--- src/rtl/ram_arb_pkg.sv ---
// Shared types and default widths for the data-RAM arbiter.
package ram_arb_pkg;

  localparam int unsigned DEF_ADDR_W = 12;
  localparam int unsigned DEF_DATA_W = 4;

  typedef enum logic [1:0] {
    StIdle   = 2'd0,
    StAccess = 2'd1,
    StDone   = 2'd2
  } state_e;

  typedef enum logic {
    OWN_CPU = 1'b0,
    OWN_DBG = 1'b1
  } owner_e;

endpackage

--- src/rtl/arb_wait_counter.sv ---
// Saturating starvation counter; clear wins over increment.
module arb_wait_counter #(
  parameter int unsigned MAX_WAIT = 4,
  parameter int unsigned CNT_W    = $clog2(MAX_WAIT + 1)
) (
  input  logic             clock,
  input  logic             reset,
  input  logic             inc,
  input  logic             clr,
  output logic [CNT_W-1:0] count
);

  localparam logic [CNT_W-1:0] CntMax = CNT_W'(MAX_WAIT);

  logic [CNT_W-1:0] count_q, count_d;

  // Next count: clear, saturating increment, or hold.
  always_comb begin
    count_d = count_q;
    if (clr) begin
      count_d = '0;
    end else if (inc && (count_q != CntMax)) begin
      count_d = count_q + CNT_W'(1);
    end
  end

  // Count register with synchronous reset.
  always_ff @(posedge clock) begin
    if (reset) begin
      count_q <= '0;
    end else begin
      count_q <= count_d;
    end
  end

  assign count = count_q;

endmodule

--- src/rtl/ram_arbiter.sv ---
// Two-port arbiter for the shared data RAM: CPU has priority unless the
// debug port has waited MAX_WAIT cycles. Each access is IDLE, ACCESS x N, DONE.
module ram_arbiter
  import ram_arb_pkg::*;
#(
  parameter int unsigned ADDR_W        = DEF_ADDR_W,
  parameter int unsigned DATA_W        = DEF_DATA_W,
  parameter int unsigned ACCESS_CYCLES = 2,
  parameter int unsigned MAX_WAIT      = 4
) (
  input  logic              clock,
  input  logic              reset,
  input  logic              cpu_req,
  input  logic              cpu_we,
  input  logic [ADDR_W-1:0] cpu_addr,
  input  logic [DATA_W-1:0] cpu_wdata,
  output logic              cpu_gnt,
  output logic              cpu_done,
  output logic [DATA_W-1:0] cpu_rdata,
  input  logic              dbg_req,
  input  logic              dbg_we,
  input  logic [ADDR_W-1:0] dbg_addr,
  input  logic [DATA_W-1:0] dbg_wdata,
  output logic              dbg_gnt,
  output logic              dbg_done,
  output logic [DATA_W-1:0] dbg_rdata,
  output logic              ram_cs,
  output logic              ram_we,
  output logic [ADDR_W-1:0] ram_addr,
  output logic [DATA_W-1:0] ram_wdata,
  input  logic [DATA_W-1:0] ram_rdata,
  output logic              busy
);

  localparam int unsigned CntW  = (ACCESS_CYCLES > 1) ? $clog2(ACCESS_CYCLES) : 1;
  localparam int unsigned WaitW = $clog2(MAX_WAIT + 1);
  localparam logic [CntW-1:0]  CntLoad = CntW'(ACCESS_CYCLES - 1);
  localparam logic [WaitW-1:0] WaitMax = WaitW'(MAX_WAIT);

  state_e            state_q, state_d;
  owner_e            owner_q, owner_d;
  logic              we_q, we_d;
  logic [ADDR_W-1:0] addr_q, addr_d;
  logic [DATA_W-1:0] wdata_q, wdata_d;
  logic [CntW-1:0]   cnt_q, cnt_d;
  logic              cpu_gnt_q, cpu_gnt_d, dbg_gnt_q, dbg_gnt_d;
  logic              cpu_done_q, cpu_done_d, dbg_done_q, dbg_done_d;
  logic [DATA_W-1:0] cpu_rdata_q, cpu_rdata_d, dbg_rdata_q, dbg_rdata_d;
  logic              ram_cs_q, ram_cs_d, ram_we_q, ram_we_d;
  logic              busy_q, busy_d;
  logic              cpu_grant, dbg_grant;
  logic [WaitW-1:0]  dbg_wait;
  logic              wait_inc, wait_clr;

  // Debug starvation tracking: counts while debug waits and is not being served.
  assign wait_inc = dbg_req && !((state_q != StIdle) && (owner_q == OWN_DBG));
  assign wait_clr = !dbg_req || dbg_grant;

  arb_wait_counter #(
    .MAX_WAIT (MAX_WAIT),
    .CNT_W    (WaitW)
  ) u_wait_counter (
    .clock (clock),
    .reset (reset),
    .inc   (wait_inc),
    .clr   (wait_clr),
    .count (dbg_wait)
  );

  // Next-state and next-output logic; outputs are computed one cycle ahead.
  always_comb begin
    state_d     = state_q;
    owner_d     = owner_q;
    we_d        = we_q;
    addr_d      = addr_q;
    wdata_d     = wdata_q;
    cnt_d       = cnt_q;
    cpu_gnt_d   = cpu_gnt_q;
    dbg_gnt_d   = dbg_gnt_q;
    cpu_done_d  = 1'b0;
    dbg_done_d  = 1'b0;
    cpu_rdata_d = cpu_rdata_q;
    dbg_rdata_d = dbg_rdata_q;
    ram_cs_d    = ram_cs_q;
    ram_we_d    = ram_we_q;
    busy_d      = busy_q;
    cpu_grant   = 1'b0;
    dbg_grant   = 1'b0;
    unique case (state_q)
      StIdle: begin
        if (dbg_req && (dbg_wait == WaitMax)) begin
          dbg_grant = 1'b1;
        end else if (cpu_req) begin
          cpu_grant = 1'b1;
        end else if (dbg_req) begin
          dbg_grant = 1'b1;
        end
        if (cpu_grant || dbg_grant) begin
          owner_d   = dbg_grant ? OWN_DBG : OWN_CPU;
          we_d      = dbg_grant ? dbg_we : cpu_we;
          addr_d    = dbg_grant ? dbg_addr : cpu_addr;
          wdata_d   = dbg_grant ? dbg_wdata : cpu_wdata;
          cnt_d     = CntLoad;
          cpu_gnt_d = cpu_grant;
          dbg_gnt_d = dbg_grant;
          ram_cs_d  = 1'b1;
          ram_we_d  = we_d;
          busy_d    = 1'b1;
          state_d   = StAccess;
        end
      end
      StAccess: begin
        if (cnt_q == '0) begin
          // Last access cycle: ram_rdata is valid for the latched address.
          if (!we_q) begin
            if (owner_q == OWN_DBG) begin
              dbg_rdata_d = ram_rdata;
            end else begin
              cpu_rdata_d = ram_rdata;
            end
          end
          cpu_gnt_d  = 1'b0;
          dbg_gnt_d  = 1'b0;
          ram_cs_d   = 1'b0;
          ram_we_d   = 1'b0;
          cpu_done_d = (owner_q == OWN_CPU);
          dbg_done_d = (owner_q == OWN_DBG);
          state_d    = StDone;
        end else begin
          cnt_d = cnt_q - CntW'(1);
        end
      end
      StDone: begin
        busy_d  = 1'b0;
        state_d = StIdle;
      end
      default: begin
        state_d = StIdle;
      end
    endcase
  end

  // State and registered outputs; reset clears everything.
  always_ff @(posedge clock) begin
    if (reset) begin
      state_q     <= StIdle;
      owner_q     <= OWN_CPU;
      we_q        <= 1'b0;
      addr_q      <= '0;
      wdata_q     <= '0;
      cnt_q       <= '0;
      cpu_gnt_q   <= 1'b0;
      dbg_gnt_q   <= 1'b0;
      cpu_done_q  <= 1'b0;
      dbg_done_q  <= 1'b0;
      cpu_rdata_q <= '0;
      dbg_rdata_q <= '0;
      ram_cs_q    <= 1'b0;
      ram_we_q    <= 1'b0;
      busy_q      <= 1'b0;
    end else begin
      state_q     <= state_d;
      owner_q     <= owner_d;
      we_q        <= we_d;
      addr_q      <= addr_d;
      wdata_q     <= wdata_d;
      cnt_q       <= cnt_d;
      cpu_gnt_q   <= cpu_gnt_d;
      dbg_gnt_q   <= dbg_gnt_d;
      cpu_done_q  <= cpu_done_d;
      dbg_done_q  <= dbg_done_d;
      cpu_rdata_q <= cpu_rdata_d;
      dbg_rdata_q <= dbg_rdata_d;
      ram_cs_q    <= ram_cs_d;
      ram_we_q    <= ram_we_d;
      busy_q      <= busy_d;
    end
  end

  assign cpu_gnt   = cpu_gnt_q;
  assign dbg_gnt   = dbg_gnt_q;
  assign cpu_done  = cpu_done_q;
  assign dbg_done  = dbg_done_q;
  assign cpu_rdata = cpu_rdata_q;
  assign dbg_rdata = dbg_rdata_q;
  assign ram_cs    = ram_cs_q;
  assign ram_we    = ram_we_q;
  assign ram_addr  = addr_q;
  assign ram_wdata = wdata_q;
  assign busy      = busy_q;

endmodule

--- config.mk ---
export PLATFORM = sky130hd
export DESIGN_NAME = ram_arbiter
export DESIGN_NICKNAME = d
export VERILOG_FILES = /design/src/rtl/ram_arb_pkg.sv /design/src/rtl/arb_wait_counter.sv /design/src/rtl/ram_arbiter.sv
export SDC_FILE = /design/constraint.sdc
export NUM_CORES = 1
export LEC_CHECK = 0
export ABC_AREA = 1
export BUFFER_PORTS_ARGS = -buffer_cell sky130_fd_sc_hd__buf_2
export CAP_MARGIN = 20
export CORE_MARGIN = 10
export CORE_UTILIZATION = 50
export CTS_BUF_LIST = sky130_fd_sc_hd__clkbuf_2 sky130_fd_sc_hd__clkbuf_4 sky130_fd_sc_hd__clkbuf_8
export DETAILED_ROUTE_END_ITERATION = 10
export GPL_TIMING_DRIVEN = 0
export PLACE_DENSITY = 0.87
export SETUP_SLACK_MARGIN = 0.15
export SYNTH_ARGS = -nofsm -noshare
export SYNTH_HDL_FRONTEND = slang
export SYNTH_SLANG_ARGS = --single-unit
--- constraint.sdc ---
create_clock -name clock -period 1.5 [get_ports clock]
set_input_delay 0.375 -clock clock [delete_from_list [all_inputs] [get_ports clock]]
set_output_delay 0.375 -clock clock [all_outputs]
set_load 0.02 [all_outputs]
==> results.txt, run 1 <==
HPWL after DPL = 3.73 mm
Pins Over Slew Limit = 0
worst setup path category = reg2reg
# H-tree levels = 2
max-cap violations = 0
top-count cell post-synth = nand2_1
worst skew pair latency = 0.33 ns
crit path max fanout = 10
gr usage total = 14.3%
Worst R2R Start = u_wait_counter.count[0]$_SDFFE_PP0P_
dominant synthesized flop cell = dfxtp_1
worst path required time = 1.75 ns
worst-margin pin slew = 0.481 ns
Die Y = 80.2 um
root buffer cell = clkbuf_4
min-delay src = ram_rdata[2]
crit path time final = 1.27 ns
number of global-route vias before repair = 1,751
CTS tree = yes
post-placement cell area = 2220 um2
Area contributors post-synth = dfxtp_1 43%, nand2_1 12%, nor2_1 10%
antenna violations before repair = 0
Setup crit end kind = register
Syn Std Cell Area = 1810 um2
final setup vio count = 0
yosys warns = 0
CP startpoint kind = register
Vias/cell = 4.74
cells after synthesis = 258
DR iter-0 viols = 69
antenna viol nets, final = 0
Initial DRT Pass Iterations = 4
CP Launch Point = u_wait_counter.count[0]$_SDFFE_PP0P_
Yosys top cell area share = 43.1%
post-synthesis net count = 302
chip width = 80.2 um
Hold Violations, Final = 0
Tot Pwr = 2460 uW
HP Class = in2reg
status = finished clean
syn avg cell area = 7.03 um2
RSZ-0062 raised after global routing = true
hold buffers post-CTS = 0
Max Fclk = 790 MHz
Finished Cell Area = 2370 um2
Leak Pwr = 0.00129 uW
top cell type by total area after synthesis = dfxtp_1
clk slew on worst S/H paths = 0.11 ns
number of placed I/O pins = 73
area grow syn2layout = 30.6%
cell row count = 21
R2R Setup Slk = 0.23 ns
post-synth cell types = 24
register bit total from synthesis = 39
nets = 383
synth cell count leaders = 56 x nand2_1, 50 x nor2_1, 39 x dfxtp_1
end point of the critical path = ram_addr[3]$_SDFFE_PP0P_
antenna cells = 0
routed vias = 1,828
grt ovf = 0
Port Buf Inserts = 70
reg-to-reg endpoint = ram_addr[3]$_SDFFE_PP0P_
Post-synth EDFFs = 0
fin crit share = 84.4%
layout cell share with drive strength beyond 1 = 33.8%
DR WL/cell = 12.4 um
pwr/cell area = 1040 nW/um2
drt drc = 0
fillers = 305
initial core utilization = 53.1%
crit path DAT = 1.51 ns
Clock Path Buffers = 2
CTS Sinks = 39
Rel. slew slack = 67.9%
sequential area share after synthesis = 43.1%
Core Area = 3420 um2
maximum VDD drop = 0.531 mV
CTS Buf Count = 5
r2r worst-path depth = 9
overall routed net length = 4.80 mm
largest net degree at the start of global routing = 12
first-pass GRT wire length = 7.44 mm
Placer Congestion = 0.810
Die ar. = 6430 um2
clk_skew = 0.00457 ns
share of async-settable or async-resettable flops after synthesis = 0%
Final TNS setup = 0 ns
[power by group]
group	switching, uW	leakage [uW]	internal, uW
combinational	406	0.000923	253
sequential	50.4	0.000322	1130
clock	325	0.0000420	294
total	781	0.00129	1680
[cells in the final DEF, fill, tap and decap left out, drive strengths merged]
cell type	n
buf	79
nand2	69
nor2	53
dfxtp	39
inv	32
nand3	30
a21oi	12
clkbuf	11
o21ai	10
nor3	2
ha	2
and2	1
[kinds of logic after synthesis]
family	after synthesis	synth area share [%]
AO/OA/AOI/OAI	22	6.28
adder cells (fa/ha/maj)	2	1.38
buffers and inverters	41	11.2
flip-flops	39	43.1
AND/OR/NAND/NOR	154	38.1
[metal layers]
metal / track usage [%] / vias to the layer above / wire [um] / part of all wire, %
met5: 0 / - / 0 / 0
met4: 7.04 / 0 / 133 / 2.8
met3: 6.24 / 13 / 423 / 8.8
met2: 25.4 / 49 / 2430 / 51
met1: 13.7 / 805 / 1820 / 38
li1: - / 961 / - / -
[area by class of cell]
class                           count  area [um2]  share of cell area [%]
Multi-Input combinational cell    179         862                    36.4
Clock buffer                        8        72.6                    3.06
Buffer                              9        77.6                    3.28
Inverter                           32         125                    5.28
Tap cell                           46        57.6                    2.43
Sequential cell                    39         783                    33.1
Timing Repair Buffer               73         390                    16.5
[through the flow]
| stage | util (%) | hold slack [ns] | std cells | setup WS [ns] |
|---|---|---|---|---|
| floorplan | - | 0.445 | 258 | 0.230 |
| global placement | 65.0 | 0.458 | 374 | 0.126 |
| detailed placement | 65.0 | 0.469 | 374 | 0.0937 |
| CTS | 68.4 | 0.298 | 384 | 0.168 |
| global route | 69.3 | 0.328 | 386 | 0.122 |
| finish | 69.3 | 0.306 | 386 | 0.235 |
[worst min path at each step]
| stage | slack (ns) | depth (start not counted) | endpoint |
|---|---|---|---|
| 2_1_floorplan | 0.45 | 2 | we_q$_SDFFE_PP0P_ |
| 3_3_place_gp | 0.46 | 2 | dbg_rdata[2]$_SDFFE_PP0P_ |
| 3_5_place_dp | 0.47 | 2 | ram_cs$_SDFFE_PP0P_ |
| 4_1_cts | 0.30 | 3 | dbg_rdata[3]$_SDFFE_PP0P_ |
| 5_1_grt | 0.33 | 5 | ram_addr[2]$_SDFFE_PP0P_ |
| 6_report | 0.31 | 3 | dbg_rdata[2]$_SDFFE_PP0P_ |
[sequential cells by signal, indices dropped and copies added (netlist names)]
name,cells
owner_q,1
dbg_rdata,4
ram_cs,1
busy,1
u_wait_counter.count,3
ram_addr,12
cpu_done,1
we_q,1
ram_we,1
dbg_done,1
state_q,2
ram_wdata,4
dbg_gnt,1
cpu_rdata,4
cpu_gnt,1
cnt_q,1
[critical path, stage by stage (launching register included)]
cell     delay [ns]
dfxtp_2        0.36
inv_2          0.05
ha_4           0.16
nand3_4        0.11
nand2_8        0.07
buf_4          0.18
nand2_1        0.07
nand3_1        0.09
nand2_1        0.07
inv_1          0.04
[repair_timing]
item,CTS,global route
setup buffers,1,1
pin swaps,2,2
setup endpoints to repair,13,12
cloned,1,1
resized for setup,4,3
No activity file was read; power rests on OpenSTA's default activity.
==> run 2, diff against run 1 <==
ABC_AREA = 0   (was 1)
CORE_UTILIZATION = 43   (was 50)
PLACE_DENSITY = 0.82   (was 0.87)
clock period = 1.1 ns   (was 1.5 ns; I/O delays follow)
==> results.txt, run 2 <==
CTS Sinks = 39
register bit total from synthesis = 39
HPWL after DPL = 3.49 mm
Die Y = 80.8 um
gr usage total = 19.3%
Power Internal = 2800 uW
overall routed net length = 8.04 mm
Hold WS = 0.235 ns
pwr/cell area = 1310 nW/um2
Leak Pwr = 0.00137 uW
first-pass GRT wire length = 9.75 mm
Port Buf Inserts = 70
Worst R2R Start = u_wait_counter.count[0]$_SDFFE_PP0P_
R2R Setup Slk = -0.60 ns
routed vias = 2,074
hold buffers post-CTS = 0
crit path time final = 1.70 ns
number of placed I/O pins = 73
RSZ-0062 raised after global routing = true
CTS Buf Count = 5
hold-critical path depth = 3
Core Area = 3610 um2
sequential area share after synthesis = 49.1%
r2r worst-path depth = 9
worst skew pair latency = 0.30 ns
multi-input logic area = 1130 um2
CTS tree = yes
number of global-route vias before repair = 2,054
fillers = 120
Clock Path Buffers = 2
Yosys top cell area share = 49.1%
CP startpoint kind = register
Setup crit end kind = register
cell row count = 22
top-count cell post-synth = dfxtp_1
nets = 349
Area contributors post-synth = dfxtp_1 49%, nor3_1 10%, nor2_1 7.1%
final setup vio count = 39
crit path max fanout = 6
Initial DRT Pass Iterations = 5
part of the power in registers = 39.7%
commonest non-fill, non-tap cell in the layout = buf_6
# H-tree levels = 2
Post-synth EDFFs = 0
dominant synthesized flop cell = dfxtp_1
final setup margin = -0.600 ns
Final TNS setup = -16.22 ns
clk slew on worst S/H paths = 0.08 ns
storage element area = 831 um2
Die ar. = 6530 um2
commonest cells after routing, fill and taps aside = 47 x buf_6, 39 x buf_2, 34 x dfxtp_2, 28 x nor2_1, 25 x buf_4
clk_skew = 0.0113 ns
Tot Pwr = 4240 uW
DR WL/cell = 22.7 um
Placer Congestion = 0.723
share of async-settable or async-resettable flops after synthesis = 0%
Rel. slew slack = 56.5%
antenna cells = 0
post-placement cell area = 2190 um2
post-synthesis net count = 232
failing checks = negative setup slack
cells after synthesis = 188
grt ovf = 0
min-delay src = ram_rdata[2]
DR iter-0 viols = 199
worst setup path category = reg2reg
Clock Power Share = 23.3%
antenna viol nets, final = 0
Finished Cell Area = 3240 um2
worst-margin pin slew = 0.653 ns
HP Class = in2reg
syn avg cell area = 8.47 um2
Hold Violations, Final = 0
post-synth cell types = 29
chip width = 80.8 um
yosys warns = 0
Hold Path Sink = dbg_rdata[2]$_SDFFE_PP0P_
largest net degree at the start of global routing = 13
initial core utilization = 44.1%
root buffer cell = clkbuf_8
area grow syn2layout = 103%
Comb pwr share = 37.0%
top cell type by total area after synthesis = dfxtp_1
layout cell share with drive strength beyond 1 = 72.9%
Net Switching = 1440 uW
Syn Std Cell Area = 1590 um2
Pins Over Slew Limit = 0
Max Fclk = 588 MHz
max reg flops = 12
maximum VDD drop = 0.925 mV
reg-to-reg endpoint = ram_addr[0]$_SDFFE_PP0P_
switching power share of the total = 33.9%
drt drc = 0
crit path DAT = 1.89 ns
fin crit share = 155%
status = complete, but fails checks
max-cap violations = 0
synth cell count leaders = 39 x dfxtp_1, 33 x nor3_1, 30 x nor2_1
Vias/cell = 5.86
antenna violations before repair = 0
worst path required time = 1.29 ns
run 2: cell types whose count changed after synthesis, moves of 16 or more:
cell / before / now
nand2_1: 56 / 8
nor4_1: 0 / 16
nand3_1: 28 / 4
nor3_1: 2 / 33
nor2_1: 50 / 30
inv_1: 29 / 4
run 2: worst max path at each step:
| stage | start | to | slack (ns) | cells past startpoint |
|---|---|---|---|---|
| 6_report | u_wait_counter.count[0]$_SDFFE_PP0P_ | ram_addr[0]$_SDFFE_PP0P_ | -0.60 | 9 |
| 5_1_grt | u_wait_counter.count[0]$_SDFFE_PP0P_ | ram_addr[0]$_SDFFE_PP0P_ | -0.69 | 9 |
| 4_1_cts | u_wait_counter.count[0]$_SDFFE_PP0P_ | ram_wdata[1]$_SDFFE_PP0P_ | -0.49 | 9 |
| 3_5_place_dp | state_q[1]$_SDFFE_PP0P_ | ram_addr[5]$_SDFFE_PP0P_ | -0.60 | 6 |
| 3_3_place_gp | state_q[1]$_SDFFE_PP0P_ | ram_wdata[1]$_SDFFE_PP0P_ | -0.57 | 6 |
| 2_1_floorplan | state_q[0]$_SDFFE_PP0P_ | dbg_rdata[0]$_SDFFE_PP0P_ | -0.45 | 5 |
run 2: per-layer routing:
metal | global-route usage [%] | share of wire (%) | vias up
met5 | 0 | 0 | -
met4 | 12.3 | 5.6 | 0
met3 | 8.17 | 11 | 41
met2 | 33.0 | 47 | 159
met1 | 18.8 | 36 | 984
li1 | - | - | 890
run 2: power by group through the flow:
stage	clock (uW)	combinational [uW]	sequential (uW)
final	990	1570	1690
after global routing	1050	1640	1690
after detailed placement	0	852	1650
after floorplan	0	434	1770
after global placement	0	843	1640
after CTS	989	1210	1660
run 2: cell type report:
cell class / count / area share (%)
Multi-Input combinational cell: 130 / 35.0
Timing Repair Buffer: 110 / 28.7
Sequential cell: 39 / 25.7
Buffer: 15 / 5.57
Clock buffer: 6 / 2.36
Tap cell: 48 / 1.86
Inverter: 4 / 0.464
Clock inverter: 2 / 0.387
run 2: critical path, cell delays in order (launching register included):
cell	delay, ns
dfxtp_2	0.34
inv_2	0.05
ha_4	0.16
a21bo_4	0.21
buf_6	0.12
buf_6	0.12
nand2_8	0.10
buf_8	0.14
nor3_1	0.06
nor4_1	0.29
run 2: logic make-up after synthesis:
group / count (synthesis) / synth area share [%]
multiplexers: 10 / 6.29
XOR/XNOR: 2 / 1.10
adder cells (fa/ha/maj): 2 / 1.57
AND/OR/NAND/NOR: 100 / 31.4
buffers and inverters: 19 / 4.80
AO/OA/AOI/OAI: 16 / 5.82
flip-flops: 39 / 49.1
run 2: timing repair:
action	CTS	global route
resized for setup	130	53
buffers inserted	22	16
gates cloned	2	0
pin swaps	12	25
setup endpoints to repair	70	70
run 2: through the flow:
step,utilization [%],instances,setup slack [ns]
2_1_floorplan,-,188,-0.450
3_3_place_gp,60.8,306,-0.569
3_5_place_dp,60.8,306,-0.599
4_1_cts,79.8,338,-0.485
5_1_grt,89.8,354,-0.689
6_report,89.8,354,-0.600
==> run 3, diff against run 2 <==
clock period = 1.4 ns   (was 1.1 ns; I/O delays follow)
==> results.txt, run 3 (synthesized netlist as in run 2, its figures left out) <==
CTS Buf Count = 5
root buffer cell = clkbuf_8
nets = 339
Die ar. = 6530 um2
antenna viol nets, final = 0
CP startpoint kind = register
drt drc = 0
worst-margin pin slew = 0.639 ns
Port Buf Inserts = 70
HPWL after DPL = 3.48 mm
max-cap violations = 0
Placer Congestion = 0.750
layout cell share with drive strength beyond 1 = 61.1%
commonest non-fill, non-tap cell in the layout = buf_2
Power Internal = 2080 uW
worst skew pair latency = 0.31 ns
Clock Path Buffers = 2
CTS Sinks = 39
area grow syn2layout = 84.0%
cell row count = 22
hold buffers post-CTS = 0
Net Switching = 1090 uW
worst setup path category = reg2reg
DP Worst Slack = -0.256 ns
worst path required time = 1.59 ns
clk_skew = 0.0172 ns
Comb pwr share = 34.3%
largest net degree at the start of global routing = 13
# H-tree levels = 2
Rel. slew slack = 57.4%
post-layout util = 81.2%
DR WL/cell = 19.9 um
fin crit share = 118%
first-pass GRT wire length = 8.76 mm
Setup crit end kind = register
crit path time final = 1.65 ns
Leak Pwr = 0.00128 uW
Final TNS setup = -3.75 ns
antenna violations before repair = 0
Core Area = 3610 um2
number of global-route vias before repair = 1,815
RSZ-0062 raised after global routing = true
crit path DAT = 1.84 ns
part of the power in registers = 40.5%
overall routed net length = 6.84 mm
DR iter-0 viols = 117
final setup vio count = 29
antenna cells = 0
commonest cells after routing, fill and taps aside = 71 x buf_2, 34 x dfxtp_1, 26 x nor2_1, 17 x buf_4, 14 x nor3_4
max reg flops = 12
maximum VDD drop = 0.670 mV
routed vias = 1,903
Die Y = 80.8 um
status = complete, but fails checks
Clock Power Share = 25.2%
Vias/cell = 5.53
initial core utilization = 44.1%
Pins Over Slew Limit = 0
HP Class = in2reg
CTS tree = yes
Hold Violations, Final = 0
Initial DRT Pass Iterations = 4
grt ovf = 0
crit path max fanout = 10
chip width = 80.8 um
clk slew on worst S/H paths = 0.09 ns
failing checks = negative setup slack
number of placed I/O pins = 73
gr usage total = 17.0%
pwr/cell area = 1080 nW/um2
final setup margin = -0.250 ns
switching power share of the total = 34.4%
Max Fclk = 606 MHz
==> run 3: changes by cell type in the layout (fill, tap and decap cells not counted), moves of 3 or more <==
cell,delta
nor3_2,-6
buf_4,-8
dfxtp_1,+31
nor3_1,+5
dfxtp_2,-31
buf_12,+3
buf_6,-34
buf_2,+32
buf_8,-3
==> run 3: final cells by class <==
cell class,count,area [um2]
inverters,4,15.0
fillers,191,677
clock inverters,2,12.5
clock buffers,6,76.3
well taps,48,60.1
plain buffers,15,191
repair buffers,100,649
multi-input cells,130,1130
flip-flops and latches,39,792
==> run 3: final timing paths <==
path	endpoint	cells past startpoint	from	slack, ns
setup / recovery	ram_addr[0]$_SDFFE_PP0P_	7	state_q[1]$_SDFFE_PP0P_	-0.25
hold / removal	dbg_rdata[2]$_SDFFE_PP0P_	3	ram_rdata[2]	0.29
setup reg to reg	ram_addr[0]$_SDFFE_PP0P_	7	state_q[1]$_SDFFE_PP0P_	-0.25
hold reg to reg	cpu_gnt$_SDFFE_PP0P_	2	cpu_gnt$_SDFFE_PP0P_	0.47
==> run 3: critical path, stage by stage, from the launching register on <==
cell and delay [ns]:
dfxtp_4 0.36, buf_6 0.12, nor2_4 0.17, o21a_1 0.19
buf_8 0.13, clkbuf_16 0.15, nor2_2 0.04, nor4_1 0.38
==> run 3: power by group through the flow <==
stage | clock network (uW) | logic (uW) | registers (uW)
3_5_place_dp | 0 | 669 | 1290
6_report | 799 | 1090 | 1280
3_3_place_gp | 0 | 660 | 1290
4_1_cts | 780 | 830 | 1270
5_1_grt | 849 | 1150 | 1290
2_1_floorplan | 0 | 342 | 1390
==> run 3: routing by layer <==
layer | share of wire (%) | vias to the layer above | wire length, um | track usage [%]
met5 | 0 | - | 0 | 0
met4 | 3.5 | 0 | 238 | 6.75
met3 | 8.6 | 22 | 587 | 7.95
met2 | 53 | 111 | 3640 | 29.4
met1 | 35 | 893 | 2370 | 17.6
li1 | - | 877 | - | -
==> run 3: stage by stage <==
stage	hold slack (ns)	power [uW]	cells	area, um2
floorplan	0.464	1740	188	1770
global placement	0.433	1950	306	2180
detailed placement	0.435	1960	306	2180
CTS	0.298	2880	334	2590
global route	0.299	3290	344	2930
finish	0.290	3170	344	2930
==> run 3: timing repair <==
| action | 4_1_cts | 5_1_grt |
|---|---|---|
| setup buffers | 18 | 10 |
| gates cloned | 2 | 0 |
| pin swaps | 17 | 13 |
| setup endpoints to repair | 32 | 38 |
| resized for setup | 35 | 58 |
